[src/rtl/priv_1_12_trap_sequencer.sv]
// Machine-mode trap/return sequencer: latches a trap, waits for the pipeline to drain, then commits the CSR updates and redirects the PC.
// Define PRIV_VECTORED_MODE_EN to let interrupts use mtvec vectored mode (base + 4*cause).
package priv_1_12_trap_pkg;
  typedef logic [31:0] word_t;

  typedef struct packed {
    logic [18:0] rsvd_hi;
    logic [1:0]  mpp;
    logic [2:0]  rsvd_mid;
    logic        mpie;
    logic [2:0]  rsvd_lo2;
    logic        mie;
    logic [2:0]  rsvd_lo;
  } mstatus_t;

  typedef struct packed {
    logic [19:0] rsvd_hi;
    logic        meie;
    logic [2:0]  rsvd_b;
    logic        mtie;
    logic [2:0]  rsvd_a;
    logic        msie;
    logic [2:0]  rsvd_0;
  } mie_t;

  typedef struct packed {
    logic [19:0] rsvd_hi;
    logic        meip;
    logic [2:0]  rsvd_b;
    logic        mtip;
    logic [2:0]  rsvd_a;
    logic        msip;
    logic [2:0]  rsvd_0;
  } mip_t;

  typedef struct packed {
    logic [29:0] base;
    logic [1:0]  mode;
  } mtvec_t;

  typedef struct packed {
    logic        is_intr;
    logic [30:0] code;
  } mcause_t;

  typedef enum logic [2:0] {
    ST_IDLE,
    ST_WAIT_CLEAR,
    ST_COMMIT,
    ST_RET_WAIT,
    ST_RET_COMMIT
  } state_e;

  localparam logic [1:0] PRIV_M         = 2'b11;
  localparam logic [1:0] MTVEC_VECTORED = 2'b01;

  localparam logic [3:0] CAUSE_MAL_INSN    = 4'd0;
  localparam logic [3:0] CAUSE_FAULT_INSN  = 4'd1;
  localparam logic [3:0] CAUSE_ILLEGAL     = 4'd2;
  localparam logic [3:0] CAUSE_BREAKPOINT  = 4'd3;
  localparam logic [3:0] CAUSE_MAL_L       = 4'd4;
  localparam logic [3:0] CAUSE_FAULT_L     = 4'd5;
  localparam logic [3:0] CAUSE_MAL_S       = 4'd6;
  localparam logic [3:0] CAUSE_FAULT_S     = 4'd7;
  localparam logic [3:0] CAUSE_ENV_M       = 4'd11;
  localparam logic [3:0] CAUSE_MSI         = 4'd3;
  localparam logic [3:0] CAUSE_MTI         = 4'd7;
  localparam logic [3:0] CAUSE_MEI         = 4'd11;

  // Pending register bit positions, {MEIP, MSIP, MTIP}.
  localparam int PEND_MEI = 2;
  localparam int PEND_MSI = 1;
  localparam int PEND_MTI = 0;
endpackage

module priv_1_12_trap_sequencer
  import priv_1_12_trap_pkg::*;
(
  input  logic     CLK,
  input  logic     RST,
  input  logic     mal_insn,
  input  logic     fault_insn_access,
  input  logic     illegal_insn,
  input  logic     breakpoint,
  input  logic     env_m,
  input  logic     mal_l,
  input  logic     fault_l,
  input  logic     mal_s,
  input  logic     fault_s,
  input  word_t    ex_tval,
  input  logic     timer_int_m,
  input  logic     soft_int_m,
  input  logic     ext_int_m,
  input  logic     clear_timer_int_m,
  input  logic     clear_soft_int_m,
  input  logic     clear_ext_int_m,
  input  word_t    epc,
  input  logic     mret,
  input  logic     pipe_clear,
  input  mstatus_t curr_mstatus,
  input  mie_t     curr_mie,
  input  mtvec_t   curr_mtvec,
  input  word_t    curr_mepc,
  output logic     intr,
  output logic     inject_mcause,
  output logic     inject_mepc,
  output logic     inject_mstatus,
  output logic     inject_mtval,
  output logic     inject_mip,
  output mcause_t  next_mcause,
  output word_t    next_mepc,
  output mstatus_t next_mstatus,
  output word_t    next_mtval,
  output mip_t     next_mip,
  output logic     insert_pc,
  output word_t    priv_pc
);

  state_e     state_q, state_d;
  logic [2:0] pend_q, pend_d;
  logic [3:0] cause_q, cause_d;
  logic       irq_q, irq_d;
  word_t      epc_q, epc_d;
  word_t      tval_q, tval_d;

  logic       exc_valid;
  logic [3:0] exc_code;
  logic [2:0] irq_en;
  logic       irq_valid;
  logic [3:0] irq_code;
  word_t      trap_pc;
  logic       unused_inputs;

  assign unused_inputs = ^{curr_mie.rsvd_hi, curr_mie.rsvd_b, curr_mie.rsvd_a,
                           curr_mie.rsvd_0, curr_mtvec.mode, epc[0]};

  always_comb begin
    exc_valid = 1'b1;
    exc_code  = CAUSE_MAL_INSN;
    if (breakpoint)             exc_code = CAUSE_BREAKPOINT;
    else if (fault_insn_access) exc_code = CAUSE_FAULT_INSN;
    else if (illegal_insn)      exc_code = CAUSE_ILLEGAL;
    else if (mal_insn)          exc_code = CAUSE_MAL_INSN;
    else if (env_m)             exc_code = CAUSE_ENV_M;
    else if (mal_l)             exc_code = CAUSE_MAL_L;
    else if (fault_l)           exc_code = CAUSE_FAULT_L;
    else if (mal_s)             exc_code = CAUSE_MAL_S;
    else if (fault_s)           exc_code = CAUSE_FAULT_S;
    else                        exc_valid = 1'b0;
  end

  assign irq_en = curr_mstatus.mie ? {curr_mie.meie & pend_q[PEND_MEI],
                                      curr_mie.msie & pend_q[PEND_MSI],
                                      curr_mie.mtie & pend_q[PEND_MTI]} : 3'b000;
  assign irq_valid = |irq_en;

  always_comb begin
    irq_code = CAUSE_MTI;
    if (irq_en[PEND_MEI])      irq_code = CAUSE_MEI;
    else if (irq_en[PEND_MSI]) irq_code = CAUSE_MSI;
  end

  // NOTE: every always_comb assigns its outputs a default first so no path leaves a latch.
  always_comb begin
    state_d = state_q;
    cause_d = cause_q;
    irq_d   = irq_q;
    epc_d   = epc_q;
    tval_d  = tval_q;

    // A clear request beats a set request arriving in the same cycle.
    pend_d[PEND_MEI] = clear_ext_int_m   ? 1'b0 : (ext_int_m   | pend_q[PEND_MEI]);
    pend_d[PEND_MSI] = clear_soft_int_m  ? 1'b0 : (soft_int_m  | pend_q[PEND_MSI]);
    pend_d[PEND_MTI] = clear_timer_int_m ? 1'b0 : (timer_int_m | pend_q[PEND_MTI]);

    unique case (state_q)
      ST_IDLE: begin
        if (exc_valid) begin
          cause_d = exc_code;
          irq_d   = 1'b0;
          epc_d   = {epc[31:1], 1'b0};
          tval_d  = ex_tval;
          state_d = ST_WAIT_CLEAR;
        end else if (irq_valid) begin
          cause_d = irq_code;
          irq_d   = 1'b1;
          epc_d   = {epc[31:1], 1'b0};
          tval_d  = '0;
          state_d = ST_WAIT_CLEAR;
        end else if (mret) begin
          state_d = ST_RET_WAIT;
        end
      end
      ST_WAIT_CLEAR: if (pipe_clear) state_d = ST_COMMIT;
      ST_COMMIT:     state_d = ST_IDLE;
      ST_RET_WAIT:   if (pipe_clear) state_d = ST_RET_COMMIT;
      ST_RET_COMMIT: state_d = ST_IDLE;
      default:       state_d = ST_IDLE;
    endcase
  end

  always_comb begin
    trap_pc = {curr_mtvec.base, 2'b00};
`ifdef PRIV_VECTORED_MODE_EN
    if (irq_q && (curr_mtvec.mode == MTVEC_VECTORED))
      trap_pc = {curr_mtvec.base, 2'b00} + {26'd0, cause_q, 2'b00};
`else
`endif
  end

  always_comb begin
    intr           = (state_q == ST_WAIT_CLEAR) || (state_q == ST_COMMIT);
    inject_mcause  = 1'b0;
    inject_mepc    = 1'b0;
    inject_mstatus = 1'b0;
    inject_mtval   = 1'b0;
    insert_pc      = 1'b0;
    next_mcause    = '0;
    next_mepc      = '0;
    next_mstatus   = '0;
    next_mtval     = '0;
    priv_pc        = '0;
    // mip is written back every cycle, but held off while in reset.
    inject_mip       = ~RST;
    next_mip         = '0;
    next_mip.meip    = pend_q[PEND_MEI];
    next_mip.msip    = pend_q[PEND_MSI];
    next_mip.mtip    = pend_q[PEND_MTI];

    unique case (state_q)
      ST_COMMIT: begin
        inject_mcause       = 1'b1;
        inject_mepc         = 1'b1;
        inject_mstatus      = 1'b1;
        inject_mtval        = 1'b1;
        insert_pc           = 1'b1;
        next_mcause.is_intr = irq_q;
        next_mcause.code    = {27'd0, cause_q};
        next_mepc           = epc_q;
        next_mtval          = tval_q;
        next_mstatus        = curr_mstatus;
        next_mstatus.mpie   = curr_mstatus.mie;
        next_mstatus.mie    = 1'b0;
        next_mstatus.mpp    = PRIV_M;
        priv_pc             = trap_pc;
      end
      ST_RET_COMMIT: begin
        inject_mstatus    = 1'b1;
        insert_pc         = 1'b1;
        next_mstatus      = curr_mstatus;
        next_mstatus.mie  = curr_mstatus.mpie;
        next_mstatus.mpie = 1'b1;
        next_mstatus.mpp  = PRIV_M;
        priv_pc           = curr_mepc;
      end
      default: ;
    endcase
  end

  // NOTE: state registers use non-blocking assignments so every flop samples pre-edge values.
  always_ff @(posedge CLK or posedge RST) begin
    if (RST) begin
      state_q <= ST_IDLE;
      pend_q  <= '0;
      cause_q <= '0;
      irq_q   <= 1'b0;
      epc_q   <= '0;
      tval_q  <= '0;
    end else begin
      state_q <= state_d;
      pend_q  <= pend_d;
      cause_q <= cause_d;
      irq_q   <= irq_d;
      epc_q   <= epc_d;
      tval_q  <= tval_d;
    end
  end

endmodule

[config.mk]
export PLATFORM = sky130hd
export DESIGN_NAME = priv_1_12_trap_sequencer
export DESIGN_NICKNAME = d
export VERILOG_FILES = /design/src/rtl/priv_1_12_trap_sequencer.sv
export SDC_FILE = /design/constraint.sdc
export NUM_CORES = 1
export LEC_CHECK = 0
export ABC_CLOCK_PERIOD_IN_PS = 1950
export BUFFER_PORTS_ARGS = -buffer_cell sky130_fd_sc_hd__clkbuf_2
export CAP_MARGIN = 20
export CORE_AREA = 2 2 158 160
export CTS_BUF_LIST = sky130_fd_sc_hd__clkbuf_16
export DETAILED_ROUTE_END_ITERATION = 7
export DIE_AREA = 0 0 160 162
export PLACE_DENSITY = 0.56
export SYNTH_ARGS = -nofsm -noshare
export SYNTH_HDL_FRONTEND = slang
export SYNTH_SLANG_ARGS = --single-unit
export TNS_END_PERCENT = 20
[constraint.sdc]
create_clock -name CLK -period 1.95 [get_ports CLK]
set_input_delay 0 -clock CLK [delete_from_list [all_inputs] [get_ports CLK]]
set_output_delay 0 -clock CLK [all_outputs]
set_load 0.02 [all_outputs]
## Yosys cells after proc, flatten, opt, wreduce, memory -nomap -nowiden

Cells that the tools add are included.

- Register bits after elaboration: 75
- Output and inout bits: 199

- Eq/ne operators: 7
- Mux-type cells: 45
- Bitwise operators: 7
- Reduce and logical (&&, ||, !) cells: 7

Operators with widths:

| cell | number |
|---|---|
| 2-to-1 mux 32 bit | 7 |
| one-hot mux 32 bit (2 select lines) | 2 |
| 2-to-1 mux 3 bit | 11 |
| 2-to-1 mux 4 bit | 8 |
| 2-to-1 mux 1 bit | 16 |
| one-hot mux 3 bit (3 select lines) | 1 |
| equality test 3 x 2 -> 1 bit (second input constant) | 2 |
| != test 2 bit (second input constant) | 2 |
| != test 4 bit (second input constant) | 1 |
| AND 1 bit | 3 |
| equality test 3 x 1 -> 1 bit (second input constant) | 1 |
| equality test 3 bit (second input constant) | 1 |
| logical NOT 3 bit | 1 |
| OR 1 bit | 3 |
| AND reduction 3 bit | 1 |
| OR reduction 3 bit | 1 |
| AND reduction 2 bit | 1 |
| nonzero test 2 bit | 1 |
| OR reduction 2 bit | 1 |
| logical OR 1 bit | 1 |
| NOT 1 bit | 1 |

## Logic depth before layout (Yosys ltp)

Gate-level depths: netlist (run 1).

- Word-level depth: 11
- Gate-level depth with buffers: 8
- Gate-level depth less buffers: 4

## Worst setup path before layout (run 1)

Ideal clock, no wire load.

- Path kind: register -> output
- Start: register state_q[2]
- End: output next_mstatus[0] (netlist name)
- Arrival: 1788 ps
- Path slack: 162 ps
- Stages on the path, launching flop included: 8
- Path through: dfrtp_1 -> clkbuf_1 -> nand2b_1 -> nor2_1 -> nor2_1 -> buf_2 -> buf_1 -> nor2b_1

RTL lines:

| item | RTL line | RTL |
|---|---|---|
| start: declaration | 119 | `state_e state_q, state_d;` |
| start signal: assignment | 270 | `state_q <= state_d;` |
| end: declaration | 112 | `output mstatus_t next_mstatus,` |

## Final worst setup path (run 1)

- Start: register state_q[2]
- End: output priv_pc[20]

- Longest elaborated chain between the ends: 2
- Elaborated cells on any way between the ends: 3

Ends and longest elaborated chain:

| item | RTL line | RTL |
|---|---|---|
| equality test 3 bit / equality test 3 x 2 -> 1 bit (equally long branches) | 230 | `unique case (state_q)` |
| one-hot mux 32 bit (2 select lines) * | 230 |  |
| end: declaration | 116 | `output word_t priv_pc` |

Mark *: on every way between the ends. The rest lies on a longest branch, timed or not.

==> results of run 1 <==
routing by layer:
metal | wire length [um] | vias to the layer above | global-route usage
met5 | 13 | - | 0
met4 | 279 | 2 | 0.0414
met3 | 1440 | 20 | 0.0391
met2 | 8800 | 215 | 0.228
met1 | 7840 | 2183 | 0.169
li1 | - | 2132 | -
stage by stage:
stage	worst slack [ns]	total power, uW	hold slack [ns]	cells
3_3_place_gp	-0.0622	8450	0.153	1051
3_5_place_dp	0.0648	8480	0.155	1052
5_1_grt	-0.0206	11000	0.0596	1144
2_1_floorplan	0.162	6660	0.0664	479
4_1_cts	0.0269	10400	0.0117	1143
6_report	0.0776	10300	0.0156	1144
critical path: cells and delay by family (launching register included):
| family | cells | cell delay, ns |
|---|---|---|
| and+or+nand+nor | 2 | 0.32 |
| buffers and inverters | 3 | 0.59 |
| AOI/OAI and AO/OA | 1 | 0.23 |
| DFF | 1 | 0.39 |
Yosys cell counts, drive strengths merged:
master,instances
buf,76
dfrtp,74
and2,66
a22o,63
mux2,31
nor2b,28
clkbuf,16
nor2,14
a21oi,9
inv,8
nor3,5
and3,4
nand2b,4
o21ai,4
nand2,2
nor4,2
or4,2
a211o,1
a211oi,1
a21o,1
a221oi,1
a32oi,1
a41oi,1
conb,1
nand3,1
nand4b,1
o2bb2ai,1
o31a,1
o31ai,1
o32a,1
or3,1
xnor2,1
report_power, final:
part | internal, uW | leakage, uW | switching [uW] | total (uW)
logic | 2700 | 0.00292 | 3330 | 6030
registers | 2280 | 0.000888 | 358 | 2640
clock network | 986 | 0.000135 | 689 | 1670
total | 5970 | 0.00394 | 4370 | 10300
path summary, 6_finish.rpt:
check | startpoint | endpoint | slack [ns] | cells after the start
min reg2reg | epc_q[31]$_DFFE_PP0P_ | epc_q[31]$_DFFE_PP0P_ | 0.48 | 1
min | illegal_insn | cause_q[0]$_DFFE_PP0P_ | 0.02 | 4
max | state_q[2]$_DFFE_PP0P_ | priv_pc[20] | 0.08 | 6
max in group asynchronous | RST | tval_q[21]$_DFFE_PP0P_ | 1.26 | 4
min in group asynchronous | RST | epc_q[27]$_DFFE_PP0P_ | 0.33 | 4
max reg2reg | state_q[2]$_DFFE_PP0P_ | epc_q[5]$_DFFE_PP0P_ | 0.12 | 5
sequential cells by signal, indices dropped and copies added, names as in the netlist:
name	flops
state_q	3
cause_q	4
epc_q	31
pend_q	3
tval_q	32
irq_q	1
logic make-up after synthesis:
| family | count (synthesis) |
|---|---|
| compound gates | 86 |
| mux | 31 |
| flops | 74 |
| buf+inv | 100 |
| other cells | 1 |
| xor+xnor | 1 |
| simple gates | 130 |
repair_timing:
item | CTS | global route
setup endpoints to repair | 0 | 84
hold endpoints to repair | 146 | 0
setup buffers | 0 | 0
resized for setup | 0 | 11
hold buffers | 75 | 0
layout make-up:
type | count | area [sq um] | share of cell area
sequential | 74 | 1850 | 0.250
clock buffer | 9 | 225 | 0.0304
inverter | 8 | 33.8 | 0.00456
clock inverter | 7 | 70.1 | 0.00945
timing repair buffer | 417 | 2620 | 0.354
multi-input combinational | 305 | 2210 | 0.298
tap | 324 | 405 | 0.0547
==> metrics.txt, run 1 <==
# TYPE chip_impl_metric gauge
chip_impl_info{name="run_status",value="complete, no violations"} 1
chip_impl_metric{name="synth_compound_area_frac",unit=""} 0.161
chip_impl_metric{name="final-max-slew-violation-count",unit=""} 0
chip_impl_metric{name="grt.overflow.total",unit=""} 0
chip_impl_metric{name="synth-simple-area-share",unit=""} 0.174
chip_impl_metric{name="std_cell_rows",unit=""} 57
chip_impl_metric{name="post-route-cell-area",unit="sq um"} 7420
chip_impl_info{name="crit_path_end_kind",value="output port"} 1
chip_impl_metric{name="drive_gt1_frac",unit=""} 0.483
chip_impl_metric{name="die-area",unit="sq um"} 25900
chip_impl_metric{name="h-tree-depth",unit=""} 3
chip_impl_metric{name="vias",unit=""} 4552
chip_impl_info{name="timing_worst_setup_path_type",value="register to output port"} 1
chip_impl_metric{name="cap_viol_max_count",unit=""} 0
chip_impl_metric{name="syn2layout_area_growth",unit="%"} 65.3
chip_impl_info{name="cell_accounting_for_the_most_synthesized_area",value="sky130_fd_sc_hd__dfrtp_1"} 1
chip_impl_metric{name="detail_route.wl_per_cell",unit="um"} 16.1
chip_impl_metric{name="seq_area_frac_synth",unit=""} 0.413
chip_impl_metric{name="netlist-cell-type-count",unit=""} 40
chip_impl_metric{name="setup_viol",unit=""} 0
chip_impl_metric{name="synthesis.yosys.warnings",unit=""} 0
chip_impl_metric{name="max_clock_freq",unit="MHz"} 534
chip_impl_metric{name="dp_hpwl",unit="um"} 13700
chip_impl_metric{name="area_share_of_the_largest_cell_type_after_synthesis",unit=""} 0.413
chip_impl_metric{name="grt_max_degree",unit=""} 75
chip_impl_metric{name="initial_antenna_violation_count",unit=""} 1
chip_impl_info{name="worstPathCellList",value="nand2b_1 > nor2_4 > buf_4 > buf_16 > a22o_1 > clkbuf_2"} 1
chip_impl_metric{name="cp.required",unit="ns"} 1.95
chip_impl_metric{name="net_total_in_the_final_layout",unit=""} 1026
chip_impl_metric{name="cts_buffers",unit=""} 9
chip_impl_metric{name="postSynthAreaPerCell",unit="sq um"} 10.6
chip_impl_info{name="critPathLaunchType",value="register"} 1
chip_impl_metric{name="first_global_vias",unit=""} 4572
chip_impl_metric{name="chipWidth",unit="um"} 160
chip_impl_metric{name="clock_path_buffers",unit=""} 2
chip_impl_metric{name="synth_mux_area_frac",unit=""} 0.102
chip_impl_metric{name="max_stage_delay",unit="ns"} 0.39
chip_impl_metric{name="totalNegativeSetupSlack",unit="ns"} 0
chip_impl_metric{name="post_detailed_routing_wire_length",unit="um"} 18400
chip_impl_info{name="clk_root_buffer_cell",value="sky130_fd_sc_hd__clkbuf_16"} 1
chip_impl_info{name="critPathSlowestCell",value="sky130_fd_sc_hd__dfrtp_1"} 1
chip_impl_metric{name="drt_iter0_drc",unit=""} 208
chip_impl_metric{name="yosys.area_share.adder",unit=""} 0
chip_impl_metric{name="power_density",unit="nW/um^2"} 1400
chip_impl_metric{name="filler_cell_count",unit=""} 2526
chip_impl_metric{name="syn_inst",unit=""} 423
chip_impl_metric{name="period_share",unit=""} 0.960
chip_impl_info{name="rsz0062_at_grt",value="true"} 1
chip_impl_metric{name="clk_latency",unit="ns"} 0.34
chip_impl_metric{name="layout.core_utilization",unit=""} 0.308
chip_impl_metric{name="insertedDiodeCount",unit=""} 0
chip_impl_metric{name="leakage",unit="uW"} 0.00394
chip_impl_metric{name="pin_count",unit=""} 410
chip_impl_info{name="yosys-top-cells-area",value="sky130_fd_sc_hd__dfrtp_1, sky130_fd_sc_hd__a22o_1, sky130_fd_sc_hd__buf_4"} 1
chip_impl_info{name="commonest_non_fill_non_tap_cell_in_the_layout",value="sky130_fd_sc_hd__clkbuf_2"} 1
chip_impl_info{name="layout.cells.most_common_list",value="sky130_fd_sc_hd__clkbuf_2, sky130_fd_sc_hd__dlygate4sd3_1, sky130_fd_sc_hd__dfrtp_1"} 1
chip_impl_metric{name="cp.arrival",unit="ns"} 1.87
chip_impl_metric{name="finalHoldViolCount",unit=""} 0
chip_impl_metric{name="die_h",unit="um"} 162
chip_impl_metric{name="numClockSinks",unit=""} 74
chip_impl_metric{name="detail-route-antenna-nets",unit=""} 0
chip_impl_metric{name="gpl.final_weighted_congestion",unit=""} 0.776
chip_impl_metric{name="starting_density",unit=""} 0.186
chip_impl_metric{name="final.setup_skew",unit="ns"} 0.0109
chip_impl_metric{name="placedInstanceArea",unit="sq um"} 6310
chip_impl_metric{name="drc",unit=""} 0
chip_impl_info{name="tritoncts",value="built"} 1
chip_impl_metric{name="irDropWorstVdd",unit="mV"} 0.589
chip_impl_metric{name="post_synth_xor_area_fraction",unit=""} 0.00195
chip_impl_metric{name="detail_route.vias_per_cell",unit=""} 3.98
chip_impl_metric{name="global_route_wire_length_before_repair",unit="um"} 26700
chip_impl_metric{name="critPathMaxFanout",unit=""} 31
chip_impl_info{name="timing.hold.worst.class",value="primary input to register"} 1
chip_impl_metric{name="core_area",unit="sq um"} 24100
chip_impl_metric{name="finalCriticalPeriod",unit="ns"} 1.87
chip_impl_metric{name="clk_pin_slew_worst_paths",unit="ns"} 0.06
chip_impl_metric{name="netlist_area",unit="sq um"} 4490
chip_impl_metric{name="grt_resource_usage_total",unit=""} 0.135
chip_impl_metric{name="yosys_register_bits",unit=""} 74
chip_impl_metric{name="detailedRoute.firstPassIterationCount",unit=""} 4
chip_impl_info{name="dominant_combinational_cell_family_by_area_after_synthesis",value="simple AND/OR/NAND/NOR gates"} 1
chip_impl_metric{name="port_buffers",unit=""} 318
No activity file was read; power rests on OpenSTA's default activity.
==> inputs of run 2 (changes only) <==
==> config.mk (replaced) <==
export PLATFORM = sky130hd
export DESIGN_NAME = priv_1_12_trap_sequencer
export DESIGN_NICKNAME = d
export VERILOG_FILES = /design/src/rtl/priv_1_12_trap_sequencer.sv
export SDC_FILE = /design/constraint.sdc
export NUM_CORES = 1
export LEC_CHECK = 0
export ABC_CLOCK_PERIOD_IN_PS = 2300
export BUFFER_PORTS_ARGS = -buffer_cell sky130_fd_sc_hd__clkbuf_2
export CAP_MARGIN = 20
export CORE_AREA = 2 2 157 159
export CTS_BUF_LIST = sky130_fd_sc_hd__clkbuf_16
export DETAILED_ROUTE_END_ITERATION = 7
export DIE_AREA = 0 0 159 161
export HOLD_SLACK_MARGIN = 0.02
export PLACE_DENSITY = 0.55
export SYNTH_ARGS = -nofsm -noshare
export SYNTH_HDL_FRONTEND = slang
export SYNTH_SLANG_ARGS = --single-unit
export TNS_END_PERCENT = 20
==> constraint.sdc (replaced) <==
create_clock -name CLK -period 2.3 [get_ports CLK]
set_input_delay 0 -clock CLK [delete_from_list [all_inputs] [get_ports CLK]]
set_output_delay 0 -clock CLK [all_outputs]
set_load 0.02 [all_outputs]
==> metrics.txt, run 2 (same netlist as run 1, synthesis figures left out) <==
# TYPE chip_impl_metric gauge
chip_impl_metric{name="h-tree-depth",unit=""} 3
chip_impl_metric{name="cell_internal_pwr",unit="uW"} 5230
chip_impl_metric{name="worst_slew_pin_slew",unit="ns"} 0.648
chip_impl_metric{name="initial_antenna_violation_count",unit=""} 2
chip_impl_metric{name="grt.overflow.total",unit=""} 0
chip_impl_metric{name="pin_count",unit=""} 410
chip_impl_metric{name="grt_resource_usage_total",unit=""} 0.137
chip_impl_metric{name="core_area",unit="sq um"} 24000
chip_impl_metric{name="finalHoldViolCount",unit=""} 0
chip_impl_metric{name="max_stage_delay",unit="ns"} 0.42
chip_impl_metric{name="numClockSinks",unit=""} 74
chip_impl_metric{name="drive_gt1_frac",unit=""} 0.471
chip_impl_metric{name="filler_cell_count",unit=""} 2489
chip_impl_metric{name="multi_input_comb_area",unit="sq um"} 2200
chip_impl_metric{name="clockPowerShare",unit=""} 0.193
chip_impl_info{name="max_flop_register",value="tval_q"} 1
chip_impl_metric{name="totalNegativeSetupSlack",unit="ns"} 0
chip_impl_metric{name="first_global_vias",unit=""} 4568
chip_impl_metric{name="detailedRoute.firstPassIterationCount",unit=""} 4
chip_impl_info{name="clk_root_buffer_cell",value="sky130_fd_sc_hd__clkbuf_16"} 1
chip_impl_metric{name="ff_latch_area",unit="sq um"} 1850
chip_impl_metric{name="starting_density",unit=""} 0.187
chip_impl_info{name="commonest_non_fill_non_tap_cell_in_the_layout",value="sky130_fd_sc_hd__clkbuf_2"} 1
chip_impl_metric{name="final-max-slew-violation-count",unit=""} 0
chip_impl_metric{name="finalCriticalPeriod",unit="ns"} 2.12
chip_impl_metric{name="detail_route.vias_per_cell",unit=""} 3.98
chip_impl_info{name="timing_worst_setup_path_type",value="register to output port"} 1
chip_impl_metric{name="clock_path_buffers",unit=""} 2
chip_impl_metric{name="pwr-share-comb",unit=""} 0.551
chip_impl_metric{name="leakage",unit="uW"} 0.00393
chip_impl_metric{name="dp_hpwl",unit="um"} 13700
chip_impl_metric{name="port_buffers",unit=""} 318
chip_impl_metric{name="power_frac_seq",unit=""} 0.256
chip_impl_metric{name="global_route_wire_length_before_repair",unit="um"} 26900
chip_impl_metric{name="timing.max_slew.rel_slack",unit=""} 0.568
chip_impl_metric{name="drc",unit=""} 0
chip_impl_metric{name="drt_iter0_drc",unit=""} 145
chip_impl_metric{name="postCtsSetupBuffers",unit=""} 0
chip_impl_info{name="worstPathCellList",value="buf_4 > nand2b_1 > nor2_4 > buf_4 > a22o_1 > clkbuf_2"} 1
chip_impl_info{name="layout.cells.most_common_list",value="sky130_fd_sc_hd__clkbuf_2, sky130_fd_sc_hd__dlygate4sd3_1, sky130_fd_sc_hd__dfrtp_1"} 1
chip_impl_metric{name="post_detailed_routing_wire_length",unit="um"} 18200
chip_impl_metric{name="final_critical_path_setup_slack",unit="ns"} 0.179
chip_impl_metric{name="cap_viol_max_count",unit=""} 0
chip_impl_metric{name="die-area",unit="sq um"} 25600
chip_impl_metric{name="cts_buffers",unit=""} 9
chip_impl_metric{name="final.setup_skew",unit="ns"} 0.00573
chip_impl_info{name="run_status",value="complete, no violations"} 1
chip_impl_metric{name="grt_max_degree",unit=""} 50
chip_impl_metric{name="irDropWorstVdd",unit="mV"} 0.544
chip_impl_metric{name="cp.arrival",unit="ns"} 2.12
chip_impl_metric{name="net_total_in_the_final_layout",unit=""} 1019
chip_impl_metric{name="clk_pin_slew_worst_paths",unit="ns"} 0.06
chip_impl_metric{name="setup_viol",unit=""} 0
chip_impl_metric{name="die_h",unit="um"} 161
chip_impl_info{name="largestRegisters",value="tval_q x32, epc_q x31, cause_q x4"} 1
chip_impl_metric{name="std_cell_rows",unit=""} 57
chip_impl_info{name="critPathMostFrequentCell",value="sky130_fd_sc_hd__buf_4"} 1
chip_impl_metric{name="detail_route.wl_per_cell",unit="um"} 16.0
chip_impl_metric{name="p_switching",unit="uW"} 3680
chip_impl_metric{name="chipWidth",unit="um"} 159
chip_impl_info{name="tritoncts",value="built"} 1
chip_impl_metric{name="clk_latency",unit="ns"} 0.33
chip_impl_metric{name="power_switching_share",unit=""} 0.413
chip_impl_metric{name="detail-route-antenna-nets",unit=""} 0
chip_impl_info{name="timing.hold.worst.class",value="primary input to register"} 1
chip_impl_metric{name="vias",unit=""} 4521
chip_impl_metric{name="period_share",unit=""} 0.922
chip_impl_metric{name="insertedDiodeCount",unit=""} 0
chip_impl_info{name="critPathSlowestCell",value="sky130_fd_sc_hd__dfrtp_1"} 1
chip_impl_info{name="rsz0062_at_grt",value="false"} 1
chip_impl_metric{name="cp.required",unit="ns"} 2.30
chip_impl_metric{name="gpl.final_weighted_congestion",unit=""} 0.792
chip_impl_metric{name="dpl_worst_slack",unit="ns"} 0.473
chip_impl_metric{name="power_density",unit="nW/um^2"} 1210
chip_impl_info{name="crit_path_end_kind",value="output port"} 1
chip_impl_metric{name="syn2layout_area_growth",unit="%"} 64.4
chip_impl_info{name="critPathLaunchType",value="register"} 1
chip_impl_metric{name="max_clock_freq",unit="MHz"} 472
chip_impl_metric{name="critPathMaxFanout",unit=""} 12
chip_impl_metric{name="largest_register_ff_count",unit=""} 32
==> run 2: changes by cell type in the layout (fill, tap and decap cells not counted), moves of 2 or more <==
| cell | before | now |
|---|---|---|
| sky130_fd_sc_hd__buf_2 | 2 | 0 |
| sky130_fd_sc_hd__buf_4 | 15 | 10 |
| sky130_fd_sc_hd__buf_6 | 2 | 0 |
| sky130_fd_sc_hd__buf_8 | 2 | 0 |
| sky130_fd_sc_hd__bufinv_16 | 1 | 4 |
| sky130_fd_sc_hd__clkbuf_2 | 315 | 318 |
| sky130_fd_sc_hd__clkinv_1 | 1 | 3 |
| sky130_fd_sc_hd__clkinvlp_4 | 4 | 0 |
| sky130_fd_sc_hd__dlygate4sd3_1 | 75 | 78 |
==> run 2: final timing paths <==
path	slack, ns	depth (start not counted)	startpoint	end
worst max-delay path	0.18	6	state_q[2]$_DFFE_PP0P_	priv_pc[24]
worst min-delay path	0.06	4	mal_insn	cause_q[0]$_DFFE_PP0P_
worst max register to register	0.36	5	pend_q[2]$_DFF_PP0_	cause_q[3]$_DFFE_PP0P_
worst min register to register	0.48	1	epc_q[30]$_DFFE_PP0P_	epc_q[30]$_DFFE_PP0P_
max in group asynchronous	1.27	4	RST	epc_q[17]$_DFFE_PP0P_
min in group asynchronous	0.28	3	RST	epc_q[25]$_DFFE_PP0P_
==> run 2: layout make-up <==
cell class,count,share of cell area
clock inverters,7,0.0178
inverters,8,0.00424
flip-flops and latches,74,0.251
multi-input cells,305,0.298
clock buffers,9,0.0305
repair buffers,410,0.343
well taps,324,0.0550
==> run 2: stage by stage <==
stage          cell area (sq um)  std cells   util  total power, uW  hold slack (ns)
6_report                    7370       1137  0.308             8910           0.0614
3_5_place_dp                6230       1043  0.260             7140           0.0900
2_1_floorplan               4700        479      -             5650           0.0664
3_3_place_gp                6230       1043  0.260             7110           0.0812
4_1_cts                     7370       1137  0.308             9050           0.0432
5_1_grt                     7370       1137  0.308             9460            0.119
==> run 2: repair_timing <==
action,in CTS,in global routing
hold buffers,78,0
setup endpoints to repair,0,5
endpoints found under the hold margin,104,0
gates resized for setup,0,1
==> run 2: critical path: cells and delay by family (launching register included) <==
family	cells	cell delay, ns
and+or+nand+nor	2	0.49
AOI/OAI and AO/OA	1	0.23
DFF	1	0.42
buffers and inverters	3	0.65
==> run 2: power groups by stage <==
stage          sequential [uW]  clock (uW)  combinational, uW
6_report                  2280        1720               4910
5_1_grt                   2360        1840               5260
4_1_cts                   2270        1790               4990
3_5_place_dp              2270           0               4870
3_3_place_gp              2270           0               4840
2_1_floorplan             2150           0               3500
==> run 2: layer usage <==
layer / up-vias / GRT usage / routed length (um)
li1: 2120 / - / -
met1: 2165 / 0.170 / 7890
met2: 209 / 0.233 / 8760
met3: 23 / 0.0326 / 1150
met4: 4 / 0.0496 / 399
met5: - / 0 / 23
